### src/rtl/multi_counter_ctrl.sv
// Bank of N counters over a dual-port SRAM: port 0 reads, port 1 writes back.
// Two-stage read-modify-write pipeline with one-deep forwarding; zero-fills the SRAM after reset.
module multi_counter_ctrl #(
  parameter int unsigned N   = 16,
  parameter int unsigned DW  = 32,
  parameter int unsigned AW  = $clog2(N),
  parameter int unsigned SAT = 1
) (
  input  logic          clk,
  input  logic          rst_n,
  input  logic          req_valid,
  output logic          req_ready,
  input  logic [1:0]    req_op,
  input  logic [AW-1:0] req_id,
  input  logic [DW-1:0] req_delta,
  output logic          rsp_valid,
  output logic [DW-1:0] rsp_data,
  output logic          rsp_sat,
  output logic          init_done,
  output logic          mem_en0,
  output logic          mem_wen0,
  output logic [AW-1:0] mem_addr0,
  output logic [DW-1:0] mem_din0,
  input  logic [DW-1:0] mem_dout0,
  output logic          mem_en1,
  output logic          mem_wen1,
  output logic [AW-1:0] mem_addr1,
  output logic [DW-1:0] mem_din1
);

  typedef enum logic {StInit, StRun} state_e;

  localparam logic [1:0] OpAdd = 2'b01;
  localparam logic [1:0] OpClr = 2'b10;

  state_e        state_q;
  logic [AW-1:0] ptr_q;

  logic          s1_valid_q;
  logic [1:0]    s1_op_q;
  logic [AW-1:0] s1_id_q;
  logic [DW-1:0] s1_delta_q;

  logic          fwd_valid_q;
  logic [AW-1:0] fwd_id_q;
  logic [DW-1:0] fwd_data_q;

  logic [DW-1:0] cur_val;
  logic [DW:0]   sum;
  logic          ovf;
  logic          wr_en;
  logic [DW-1:0] wr_data;
  logic [DW-1:0] rsp_val;
  logic          sat_flag;

  // Port 0: read issued in the accept cycle, data returns in stage 1.
  assign mem_en0   = req_valid && req_ready;
  assign mem_wen0  = 1'b0;
  assign mem_addr0 = mem_en0 ? req_id : '0;
  assign mem_din0  = '0;

  always_comb begin
    // Same-cycle port-1 write is invisible to port 0; the forward register covers it.
    cur_val  = (fwd_valid_q && (fwd_id_q == s1_id_q)) ? fwd_data_q : mem_dout0;
    sum      = {1'b0, cur_val} + {1'b0, s1_delta_q};
    ovf      = sum[DW];
    wr_en    = 1'b0;
    wr_data  = cur_val;
    rsp_val  = cur_val;
    sat_flag = 1'b0;
    case (s1_op_q)
      OpAdd: begin
        wr_en    = s1_valid_q;
        sat_flag = ovf;
        wr_data  = (ovf && (SAT != 0)) ? {DW{1'b1}} : sum[DW-1:0];
        rsp_val  = wr_data;
      end
      OpClr: begin
        wr_en   = s1_valid_q;
        wr_data = '0;
      end
      default: ;
    endcase
  end

  always_comb begin
    mem_en1   = 1'b0;
    mem_wen1  = 1'b0;
    mem_addr1 = '0;
    mem_din1  = '0;
    if (state_q == StInit) begin
      // Gated by rst_n so the SRAM sees no writes while reset is held.
      mem_en1   = rst_n;
      mem_wen1  = rst_n;
      mem_addr1 = ptr_q;
    end else if (wr_en) begin
      mem_en1   = 1'b1;
      mem_wen1  = 1'b1;
      mem_addr1 = s1_id_q;
      mem_din1  = wr_data;
    end
  end

  always_ff @(posedge clk or negedge rst_n) begin
    if (!rst_n) begin
      state_q     <= StInit;
      ptr_q       <= '0;
      init_done   <= 1'b0;
      req_ready   <= 1'b0;
      s1_valid_q  <= 1'b0;
      s1_op_q     <= '0;
      s1_id_q     <= '0;
      s1_delta_q  <= '0;
      fwd_valid_q <= 1'b0;
      fwd_id_q    <= '0;
      fwd_data_q  <= '0;
      rsp_valid   <= 1'b0;
      rsp_data    <= '0;
      rsp_sat     <= 1'b0;
    end else begin
      case (state_q)
        StInit: begin
          ptr_q <= ptr_q + 1'b1;
          if (ptr_q == AW'(N - 1)) begin
            state_q   <= StRun;
            init_done <= 1'b1;
            req_ready <= 1'b1;
          end
        end
        default: ;
      endcase

      s1_valid_q <= mem_en0;
      if (mem_en0) begin
        s1_op_q    <= req_op;
        s1_id_q    <= req_id;
        s1_delta_q <= req_delta;
      end

      fwd_valid_q <= s1_valid_q;
      if (s1_valid_q) begin
        fwd_id_q   <= s1_id_q;
        fwd_data_q <= wr_data;
      end

      rsp_valid <= s1_valid_q;
      rsp_sat   <= s1_valid_q && sat_flag;
      if (s1_valid_q) begin
        rsp_data <= rsp_val;
      end
    end
  end

endmodule
### config.mk
export PLATFORM = sky130hd
export DESIGN_NAME = multi_counter_ctrl
export DESIGN_NICKNAME = d
export VERILOG_FILES = /design/src/rtl/multi_counter_ctrl.sv
export SDC_FILE = /design/constraint.sdc
export NUM_CORES = 1
export LEC_CHECK = 0
export ABC_AREA = 1
export CAP_MARGIN = 10
export CORE_AREA = 3 3 171 173
export CTS_CLUSTER_DIAMETER = 60
export CTS_CLUSTER_SIZE = 40
export DETAILED_ROUTE_END_ITERATION = 8
export DIE_AREA = 0 0 174 176
export SYNTH_ARGS = -nofsm -noshare
export SYNTH_HDL_FRONTEND = slang
export SYNTH_SLANG_ARGS = --single-unit
### constraint.sdc
create_clock -name clk -period 9.4 [get_ports clk]
set_input_delay 1.41 -clock clk [delete_from_list [all_inputs] [get_ports clk]]
set_output_delay 1.41 -clock clk [all_outputs]
set_load 0.005 [all_outputs]
# ---- After elaboration in Yosys (flattened, before gate mapping)
# Index checks and enable logic that the tools add are counted.
dict set report classes {
  add_sub_neg 2
  mul 0
  div_mod_pow 0
  magnitude_cmp 0
  eq_ne 4
  shift 0
  mux 15
  bitwise_logic 1
  reduce_logical 5
}
# op count
set ops {}
lappend ops {{2-to-1 mux 32 bit} 5}
lappend ops {{case mux 32 bit (2 select lines)} 1}
lappend ops {{adder 32 x 32 -> 33 bit} 1}
lappend ops {{2-to-1 mux 4 bit} 3}
lappend ops {{2-to-1 mux 1 bit} 6}
lappend ops {{adder 4 x 1 -> 4 bit (second input constant)} 1}
lappend ops {{equality test 4 bit} 1}
lappend ops {{equality test 4 bit (second input constant)} 1}
lappend ops {{logical AND 1 bit} 3}
lappend ops {{equality test 2 x 1 -> 1 bit (second input constant)} 1}
lappend ops {{equality test 2 bit (second input constant)} 1}
lappend ops {{AND reduction 2 bit} 1}
lappend ops {{OR reduction 2 bit} 1}
lappend ops {{NOT 1 bit} 1}
dict set report totals {
  register_bits 115
  latchBits 0
  mem_bits_rw 0
  rom_bits 0
  input_bits 73
  memories 0
}

# ---- Longest topological paths before layout
# Gate-level depths: netlist of run 1.
dict set report logic_depth {
  ltp_word 8
  mapped_depth 24
  ltp_nobuf 23
}

# ---- Least setup slack after synthesis of run 1
# No wires, ideal clock.
dict set report synth_path {
  path_kind {input port to output port}
  start {in mem_dout0[0]}
  end {out mem_din1[30]}
  t_arrival_ns 3.188
  required_ns 7.990
  slack_ns 4.802
  cell_stages 17
  cell_sequence {nand2_1 o21ai_1 ha_1 inv_1 fa_1 inv_1 nand2_1 nand2_1 nand3_1 nand2_2 nand2_1 nand2_2 a21oi_4 buf_6 nand3_2 nand2_1 nor2_1}
}
dict set report synth_between {
  elab_chain_len 6
}
# element line_no
set synth_lines {}
lappend synth_lines {{start, declared} 24} ;# input logic [DW-1:0] mem_dout0,
lappend synth_lines {{2-to-1 mux 32 bit} 64} ;# cur_val = (fwd_valid_q && (fwd_id_q == s1_id_q)) ? fwd_data_q : mem_dout0;
lappend synth_lines {{adder 32 x 32 -> 33 bit} 65} ;# sum = {1'b0, cur_val} + {1'b0, s1_delta_q};
lappend synth_lines {{2-to-1 mux 32 bit} 75} ;# wr_data = (ovf && (SAT != 0)) ? {DW{1'b1}} : sum[DW-1:0];
lappend synth_lines {{case mux 32 bit (2 select lines)} 71} ;# case (s1_op_q)
lappend synth_lines {{2-to-1 mux 32 bit} 96} ;# end else if (wr_en) begin
lappend synth_lines {{2-to-1 mux 32 bit} 91} ;# if (state_q == StInit) begin
lappend synth_lines {{end, declared} 28} ;# output logic [DW-1:0] mem_din1
# No other way between the ends.

# ---- Final worst setup path of run 1
dict set report layout_path {
  start {reg s1_id_q[3]}
  end {out mem_din1[2]}
}
dict set report layout_between {
  elab_chain_len 8
}
# element line_no
set layout_lines {}
lappend layout_lines {{start, declared} 41} ;# logic [AW-1:0] s1_id_q;
lappend layout_lines {{start signal, assigned} 136} ;# s1_id_q <= req_id;
lappend layout_lines {{equality test 4 bit (*)} 64}
lappend layout_lines {{logical AND 1 bit (*)} 64}
lappend layout_lines {{2-to-1 mux 32 bit (*)} 64}
lappend layout_lines {{adder 32 x 32 -> 33 bit} 65}
lappend layout_lines {{2-to-1 mux 32 bit} 75}
lappend layout_lines {{case mux 32 bit (2 select lines) (*)} 71}
lappend layout_lines {{2-to-1 mux 32 bit (*)} 96}
lappend layout_lines {{2-to-1 mux 32 bit (*)} 91}
# Every way passes the cells marked *; elsewhere a longest branch is shown, timed or not.

==> out/metrics.sh, run 1 <==
RUN_STATUS='complete, no violations'
ROUTE.DETAILED.VIAS_PER_INST=4.57
FP-ROW-COUNT=61
CRITICAL_PATH.MAX_FANOUT=33
POST-LAYOUT-TOTAL-POWER_mW=1.95
FIN_CRIT_SH_PCT=74.4
SEQUENTIALPOWERSHARE_PCT=30.9
SLEW_VIOLATIONS=0
VIA_COUNT_OF_THE_FIRST_GLOBAL_ROUTING_PASS=8663
COMMONEST_NON_FILL_NON_TAP_CELL_IN_THE_LAYOUT='sky130_fd_sc_hd__nand2_1'
CTS_ROOT_BUF='sky130_fd_sc_hd__clkbuf_16'
TIMING_WORST_SLEW_PIN_VALUE_NS=1.22
GRT_SETUP_UNREPAIRED='no'
WORSTHOLDPATHTYPE='flip-flop to flip-flop'
ROUTED_WIRELENGTH_MM=29.4
CTS_BUFFERS=17
CTS.HOLD.BUFFERS_ADDED=0
CLKSLEWWORSTSETUPHOLDPATHS_NS=0.06
INITIAL_UTILIZATION_PCT=32.0
CORE_UTIL_FINAL_PCT=40.1
SWITCHING_SHARE_PCT=38.3
DIEHEIGHT_UM=176
YS_WARN_COUNT=0
FINAL.SETUP_SKEW_NS=0.0205
POST_CTS_RESIZED=0
ANTENNA_FOUND_INITIAL=0
POWERDENSITY_nW_PER_UM2=175
SHARE_OF_CELLS_ABOVE_DRIVE_STRENGTH_1_PCT=6.62
TIMING.FINAL.SETUP_VIOLATIONS=0
GLOBALPLACE.CONGESTION=0.948
DIE_OUTLINE_AREA_UM2=30600
PWR-SHARE-CLK_PCT=32.8
FMAX_MHz=143
ANTENNA_CELLS_INSERTED=0
FINALNETCOUNT=1652
COREAREA_UM2=27800
STARTPOINT_TYPE='flip-flop'
CLOCK_LATENCY_AT_THE_LATER_PIN_OF_THE_WORST_SKEW_PAIR_NS=0.43
SYNTH.DISTINCT_CELLS=38
ENDPOINT_KIND='primary output'
INITIALDRTVIOLATIONCOUNT=561
FINAL_CELLS=1933
DIE_WIDTH_UM=174
MULTI_INPUT_COMB_AREA_UM2=4870
DESIGN_AREA_UM2=11100
COMB_POWER_SHARE_PCT=36.3
POWER_LEAKAGE_nW=6.00
FILLERINSTANCES=3036
SYNTHESIS.AREA_PER_INSTANCE_UM2=6.28
GRT_REMAINING_OVERFLOW=0
POST_SYNTH_INSTANCE_AREA_UM2=8880
GRT_MAX_DEGREE=66
SYNTH_SEQ_AREA_SHARE_PCT=32.4
CAP_VIOLATIONS=0
DP.CELLS=1901
FLOW.AREA_GROWTH_FROM_SYNTHESIS_PCT=25.5
P_SW_mW=0.747
LAYOUT_MIN_CYCLE_TIME_NS=6.99
TRITONCTS_CLOCK_TREE='done'
TOTALNEGATIVESETUPSLACK_NS=0
GROUTE.USAGE.OVERALL_PCT=19.2
WORST-ENDPOINT-REQUIRED_NS=7.99
DETAIL-ROUTE-ANTENNA-NETS=0
NUM_VIAS=8831
TRITONCTS_NUM_SINKS=115
CTS.PATH.MAX_BUFFERS=2
TIMING_HOLD_VIOLATIONS_FINAL=0
REMAINING_DRC_ERRORS=0
CTS_SETUP_BUFFERS=0
HTREEDEPTH=4
INTERNAL_POWER_mW=1.20
DETAIL_ROUTE.WL_PER_CELL_UM=15.2
POST_DP_CELL_AREA_UM2=10600
LAYOUT.AREA.SEQ_UM2=2880
MAX-SLEW-MARGIN-REL_PCT=18.5
BOUNDARY_PIN_COUNT=185
WORST-ENDPOINT-ARRIVAL_NS=5.58
SYN-INSTANCE-COUNT=1413
GRT_PASS1_WL_MM=46.8
CRITICALPATHCATEGORY='flip-flop to primary output'
LAYOUT.CELLS.MOST_COMMON_LIST='sky130_fd_sc_hd__nand2_1 (618), sky130_fd_sc_hd__inv_1 (190), sky130_fd_sc_hd__clkdlybuf4s50_1 (150)'
DRTPASS1ITERATIONS=5
VDD_IR_DROP_MAX_V=0.000103
NUMPORTBUFFERS=151
DP_HPWL_MM=22.1
YS_SEQ_ELEMENTS=115
==> path summary, 6_finish.rpt <==
kind                               start             end  slack [ns]  cells past startpoint
max                           s1_id_q[3]     mem_din1[2]        2.41                     20
min                        fwd_data_q[7]   fwd_data_q[7]        0.48                      2
max reg2reg                   s1_id_q[3]     rsp_data[2]        4.47                     21
min reg2reg                fwd_data_q[7]   fwd_data_q[7]        0.48                      2
max in group asynchronous          rst_n      s1_valid_q        7.35                      2
min in group asynchronous          rst_n  s1_delta_q[19]        0.90                      1
==> cell families after synthesis <==
family / share of synthesized area, %
adders and majority gates: 5.30
DFF: 32.4
other: 0.0422
and+or+nand+nor: 39.6
AOI/OAI and AO/OA: 6.85
xor gates and xnor gates: 1.78
buffers and inverters: 14.1
==> layer usage <==
metal	global-route usage, %	part of all wire, %	routed length [um]
met5	0	0	0
met3	3.33	5.9	1730
met1	26.5	47	13700
met2	31.1	46	13400
met4	5.19	2.0	581
==> power groups by stage <==
stage | clock network (mW) | registers [mW] | logic, mW
after global placement | 0 | 0.609 | 0.702
after global routing | 0.670 | 0.610 | 0.801
after CTS | 0.651 | 0.602 | 0.712
final | 0.639 | 0.602 | 0.709
after floorplan | 0 | 0.602 | 0.466
after detailed placement | 0 | 0.610 | 0.706
==> cell usage after synthesis, drive strengths merged <==
cell	count	area share [%]
a21o	2	0.17
a21oi	34	2.1
a31oi	16	1.1
a32o	1	0.11
and2	5	0.37
and3	2	0.14
buf	56	4.4
clkbuf	30	1.3
clkinv	3	0.13
conb	1	0.042
dfrtp	115	32
fa	1	0.23
ha	36	5.1
inv	195	8.2
nand2	633	27
nand3	83	5.5
nand4	8	0.56
nor2	115	5.0
nor3	11	0.86
o21ai	42	2.9
o21bai	4	0.34
o22ai	2	0.14
xnor2	14	1.4
xor2	4	0.39
==> critical path, cell delays in order (launching register included) <==
cell	delay, ns
sky130_fd_sc_hd__dfrtp_1	0.40
sky130_fd_sc_hd__inv_2	0.08
sky130_fd_sc_hd__nor2_1	0.05
sky130_fd_sc_hd__nor3_2	0.20
sky130_fd_sc_hd__nand3_2	0.54
sky130_fd_sc_hd__buf_4	0.50
sky130_fd_sc_hd__o21ai_0	0.42
sky130_fd_sc_hd__ha_1	0.38
sky130_fd_sc_hd__nand2_2	0.15
sky130_fd_sc_hd__inv_1	0.05
sky130_fd_sc_hd__nand2_1	0.06
sky130_fd_sc_hd__nand2_1	0.06
sky130_fd_sc_hd__nand2_1	0.05
sky130_fd_sc_hd__nand2_1	0.06
sky130_fd_sc_hd__nand2_1	0.07
sky130_fd_sc_hd__nand2_2	0.06
sky130_fd_sc_hd__a21oi_4	0.91
sky130_fd_sc_hd__o21ai_0	0.34
sky130_fd_sc_hd__nand2_1	0.21
sky130_fd_sc_hd__nor2_1	0.06
sky130_fd_sc_hd__clkdlybuf4s50_1	0.47
==> through the flow <==
step,hold slack (ns),worst slack (ns)
finish,0.478,2.41
global route,0.493,2.02
CTS,0.482,2.39
detailed placement,0.465,2.78
global placement,0.462,2.89
floorplan,0.416,4.80
==> sequential cells by signal, summed over array words and instances, names as in the netlist <==
register,cells
ptr_q,4
init_done,1
fwd_data_q,32
rsp_data,32
s1_id_q,4
s1_op_q,2
fwd_valid_q,1
rsp_sat,1
fwd_id_q,4
s1_delta_q,32
state_q,1
s1_valid_q,1
==> final cells by class <==
class,instances,area share (%)
Multi-Input combinational cell,1046,43.7
Sequential cell,115,25.8
Inverter,198,6.67
Tap cell,378,4.24
Timing Repair Buffer,164,14.4
Clock inverter,13,1.11
Clock buffer,19,3.97
Power figures use the tool's default switching activity.
==> inputs of run 2 (changes only) <==
clock period = 6 ns   (was 9.4 ns; I/O delays follow)
==> run 2 against run 1 <==
Worst hold slack lost 0.13 ns. Utilization grew 0.18 points. Setup slack lost 1.9 ns. Clock power grew 54%. Combinational power grew 61%. Cell area grew 0.44%. Non-clock buffer count grew 6. Sequential power grew 56%. Register-to-register slack lost 2.3 ns. Count of clock-buffer cells in the layout shrank 1. Critical endpoint is now mem_din1[31]. Largest cell class unchanged. Highest routed layer unchanged.
==> out/metrics.sh, run 2 (synthesized netlist as in run 1, its figures left out) <==
RUN_STATUS='complete, no violations'
CRITICAL_PATH.MAX_FANOUT=29
CTS.HOLD.BUFFERS_ADDED=0
ROUTE.DETAILED.VIAS_PER_INST=4.61
WORST-ENDPOINT-ARRIVAL_NS=4.62
COMB_POWER_SHARE_PCT=37.1
VIA_COUNT_OF_THE_FIRST_GLOBAL_ROUTING_PASS=8653
R2R_SETUP_SLK_NS=2.14
LAYOUT.AREA.SEQ_UM2=2880
LAYOUT_MIN_CYCLE_TIME_NS=5.52
POST-LAYOUT-TOTAL-POWER_mW=3.06
PWR-SHARE-CLK_PCT=32.1
ENDPOINT_KIND='primary output'
TIMING.FINAL.SETUP_VIOLATIONS=0
MULTI_INPUT_COMB_AREA_UM2=4870
TIMING.CRITICAL_PATH.BUF_INV=7
COREAREA_UM2=27800
VDD_IR_DROP_MAX_V=0.000198
CLKSLEWWORSTSETUPHOLDPATHS_NS=0.07
CTS_SETUP_BUFFERS=0
DP_HPWL_MM=22.3
CRITICALPATHCATEGORY='flip-flop to primary output'
CTS.PATH.MAX_BUFFERS=2
ANTENNA_FOUND_INITIAL=0
INITIAL_UTILIZATION_PCT=32.0
DIEHEIGHT_UM=176
NUMPORTBUFFERS=151
TOTALNEGATIVESETUPSLACK_NS=0
TIMING_HOLD_VIOLATIONS_FINAL=0
COMMONEST_NON_FILL_NON_TAP_CELL_IN_THE_LAYOUT='sky130_fd_sc_hd__nand2_1'
ROUTED_WIRELENGTH_MM=29.6
CAP_VIOLATIONS=0
POST_CTS_RESIZED=0
CRITICAL_PATH.CELL_CHAIN='inv_1, o21ai_1, nor3_2, nand3_2, buf_4, nand2_1, o21ai_1, ha_1, inv_1, fa_1, inv_1, nand2_1, nand2_1, nand3_1, nand2_2, nand2_1, nand2_2, a21oi_4, buf_4, buf_4, nand3_1, nand2_1, nor2_1, clkdlybuf4s50_1'
DRTPASS1ITERATIONS=7
BOUNDARY_PIN_COUNT=185
SWITCHING_SHARE_PCT=39.5
CRITICAL_PATH.MOST_COMMON_CELL='sky130_fd_sc_hd__nand2_1'
REG2REG_TO='rsp_data[18]'
P_SW_mW=1.21
CTS_ROOT_BUF='sky130_fd_sc_hd__clkbuf_16'
DP.CELLS=1903
CLOCK_LATENCY_AT_THE_LATER_PIN_OF_THE_WORST_SKEW_PAIR_NS=0.43
CP_SLOWEST_STAGE_DELAY_NS=0.51
CPLARGESTDELAYFAMILY='buffers and inverters'
GRT_REMAINING_OVERFLOW=0
REMAINING_DRC_ERRORS=0
POST-ROUTE-WORST-SETUP-SLACK_NS=0.483
R2R_START='s1_id_q[1]'
GRT_PASS1_WL_MM=46.8
WORSTHOLDPATHTYPE='input pin to async pin'
FMAX_MHz=181
FINALNETCOUNT=1658
FINAL.SETUP_SKEW_NS=0.0177
TIMING_WORST_SLEW_PIN_VALUE_NS=0.775
DETAIL_ROUTE.WL_PER_CELL_UM=15.3
TRITONCTS_NUM_SINKS=115
POWER_LEAKAGE_nW=6.02
FIN_CRIT_SH_PCT=91.9
ANTENNA_CELLS_INSERTED=0
CRITPATHSLOWESTCELL='sky130_fd_sc_hd__clkdlybuf4s50_1'
LAYOUT.CELLS.MOST_COMMON_LIST='sky130_fd_sc_hd__nand2_1 (618), sky130_fd_sc_hd__inv_1 (190), sky130_fd_sc_hd__clkdlybuf4s50_1 (150)'
GROUTE.USAGE.OVERALL_PCT=19.1
WORSTREGTOREGCELLS=25
FILLERINSTANCES=2957
GLOBALPLACE.CONGESTION=0.959
SEQUENTIALPOWERSHARE_PCT=30.8
GRT_MAX_DEGREE=57
WORST-ENDPOINT-REQUIRED_NS=5.10
CTS_BUFFERS=17
TRITONCTS_CLOCK_TREE='done'
SHARE_OF_CELLS_ABOVE_DRIVE_STRENGTH_1_PCT=6.98
REG_TOP3='fwd_data_q (32), rsp_data (32), s1_delta_q (32)'
INITIALDRTVIOLATIONCOUNT=719
INTERNAL_POWER_mW=1.85
FINAL_CELLS=1939
STARTPOINT_TYPE='flip-flop'
POWERDENSITY_nW_PER_UM2=273
GRT_SETUP_UNREPAIRED='no'
HTREEDEPTH=4
SLEW_VIOLATIONS=0
DIE_WIDTH_UM=174
NUM_VIAS=8948
FLOW.AREA_GROWTH_FROM_SYNTHESIS_PCT=26.1
DETAIL-ROUTE-ANTENNA-NETS=0
FP-ROW-COUNT=61
DIE_OUTLINE_AREA_UM2=30600
PLACEMENT.SETUP.WORST_SLACK_NS=0.833
MAX-SLEW-MARGIN-REL_PCT=48.3
-- run 2: cell count changes in the layout (fill, tap and decap cells not counted) --
| cell | delta |
|---|---|
| sky130_fd_sc_hd__buf_4 | +5 |
| sky130_fd_sc_hd__inv_8 | +3 |
| sky130_fd_sc_hd__clkinv_4 | -2 |
| sky130_fd_sc_hd__buf_16 | +1 |
| sky130_fd_sc_hd__bufinv_16 | -1 |
| sky130_fd_sc_hd__clkbuf_8 | -1 |
| sky130_fd_sc_hd__clkinv_2 | -1 |
| sky130_fd_sc_hd__clkinvlp_4 | +1 |
| sky130_fd_sc_hd__inv_6 | +1 |
-- run 2: worst max-delay path by stage --
| stage | cells past startpoint | end | start | slack [ns] |
|---|---|---|---|---|
| detailed placement | 23 | mem_din1[31] | s1_id_q[0] | 0.83 |
| CTS | 23 | mem_din1[31] | s1_id_q[0] | 0.36 |
| global placement | 19 | mem_din1[0] | mem_dout0[0] | 0.94 |
| floorplan | 21 | mem_din1[30] | s1_id_q[3] | 2.29 |
| global route | 24 | mem_din1[31] | s1_id_q[1] | 0.09 |
| finish | 24 | mem_din1[31] | s1_id_q[1] | 0.48 |
-- run 2: routing by layer --
metal / global-route usage, % / routed length, um / vias to the layer above / part of all wire, %
li1: - / - / 4505 / -
met1: 26.6 / 13700 / 4071 / 46
met2: 30.6 / 13300 / 337 / 45
met3: 3.53 / 2000 / 35 / 6.7
met4: 5.43 / 656 / 0 / 2.2
met5: 0 / 0 / - / 0
-- run 2: cell type report --
type	instances	share of cell area, %
timing repair buffer	170	14.9
inverter	198	6.64
clock inverter	14	1.08
clock buffer	18	3.83
tap	378	4.23
multi-input combinational	1046	43.6
sequential	115	25.7
-- run 2: per-stage QoR --
step                hold slack, ns  util [%]  instance area [um^2]
floorplan                    0.416         -                  9000
global placement             0.461      38.1                 10600
detailed placement           0.465      38.1                 10600
CTS                          0.343      40.1                 11100
global route                 0.362      40.3                 11200
finish                       0.349      40.3                 11200
-- run 2: worst register-to-register path: cells and delay by family, from the launching register on --
kind            cells  cell delay [ns]
compound gates      3             0.39
fa+ha+maj           2             0.58
buf+inv             6             0.98
flops               1             0.36
simple gates       14             1.52
-- run 2: power groups by stage --
stage	logic, mW	registers [mW]	clock network, mW
floorplan	0.730	0.943	0
global placement	1.11	0.953	0
detailed placement	1.11	0.953	0
CTS	1.12	0.941	1.01
global route	1.27	0.953	1.04
finish	1.14	0.941	0.983
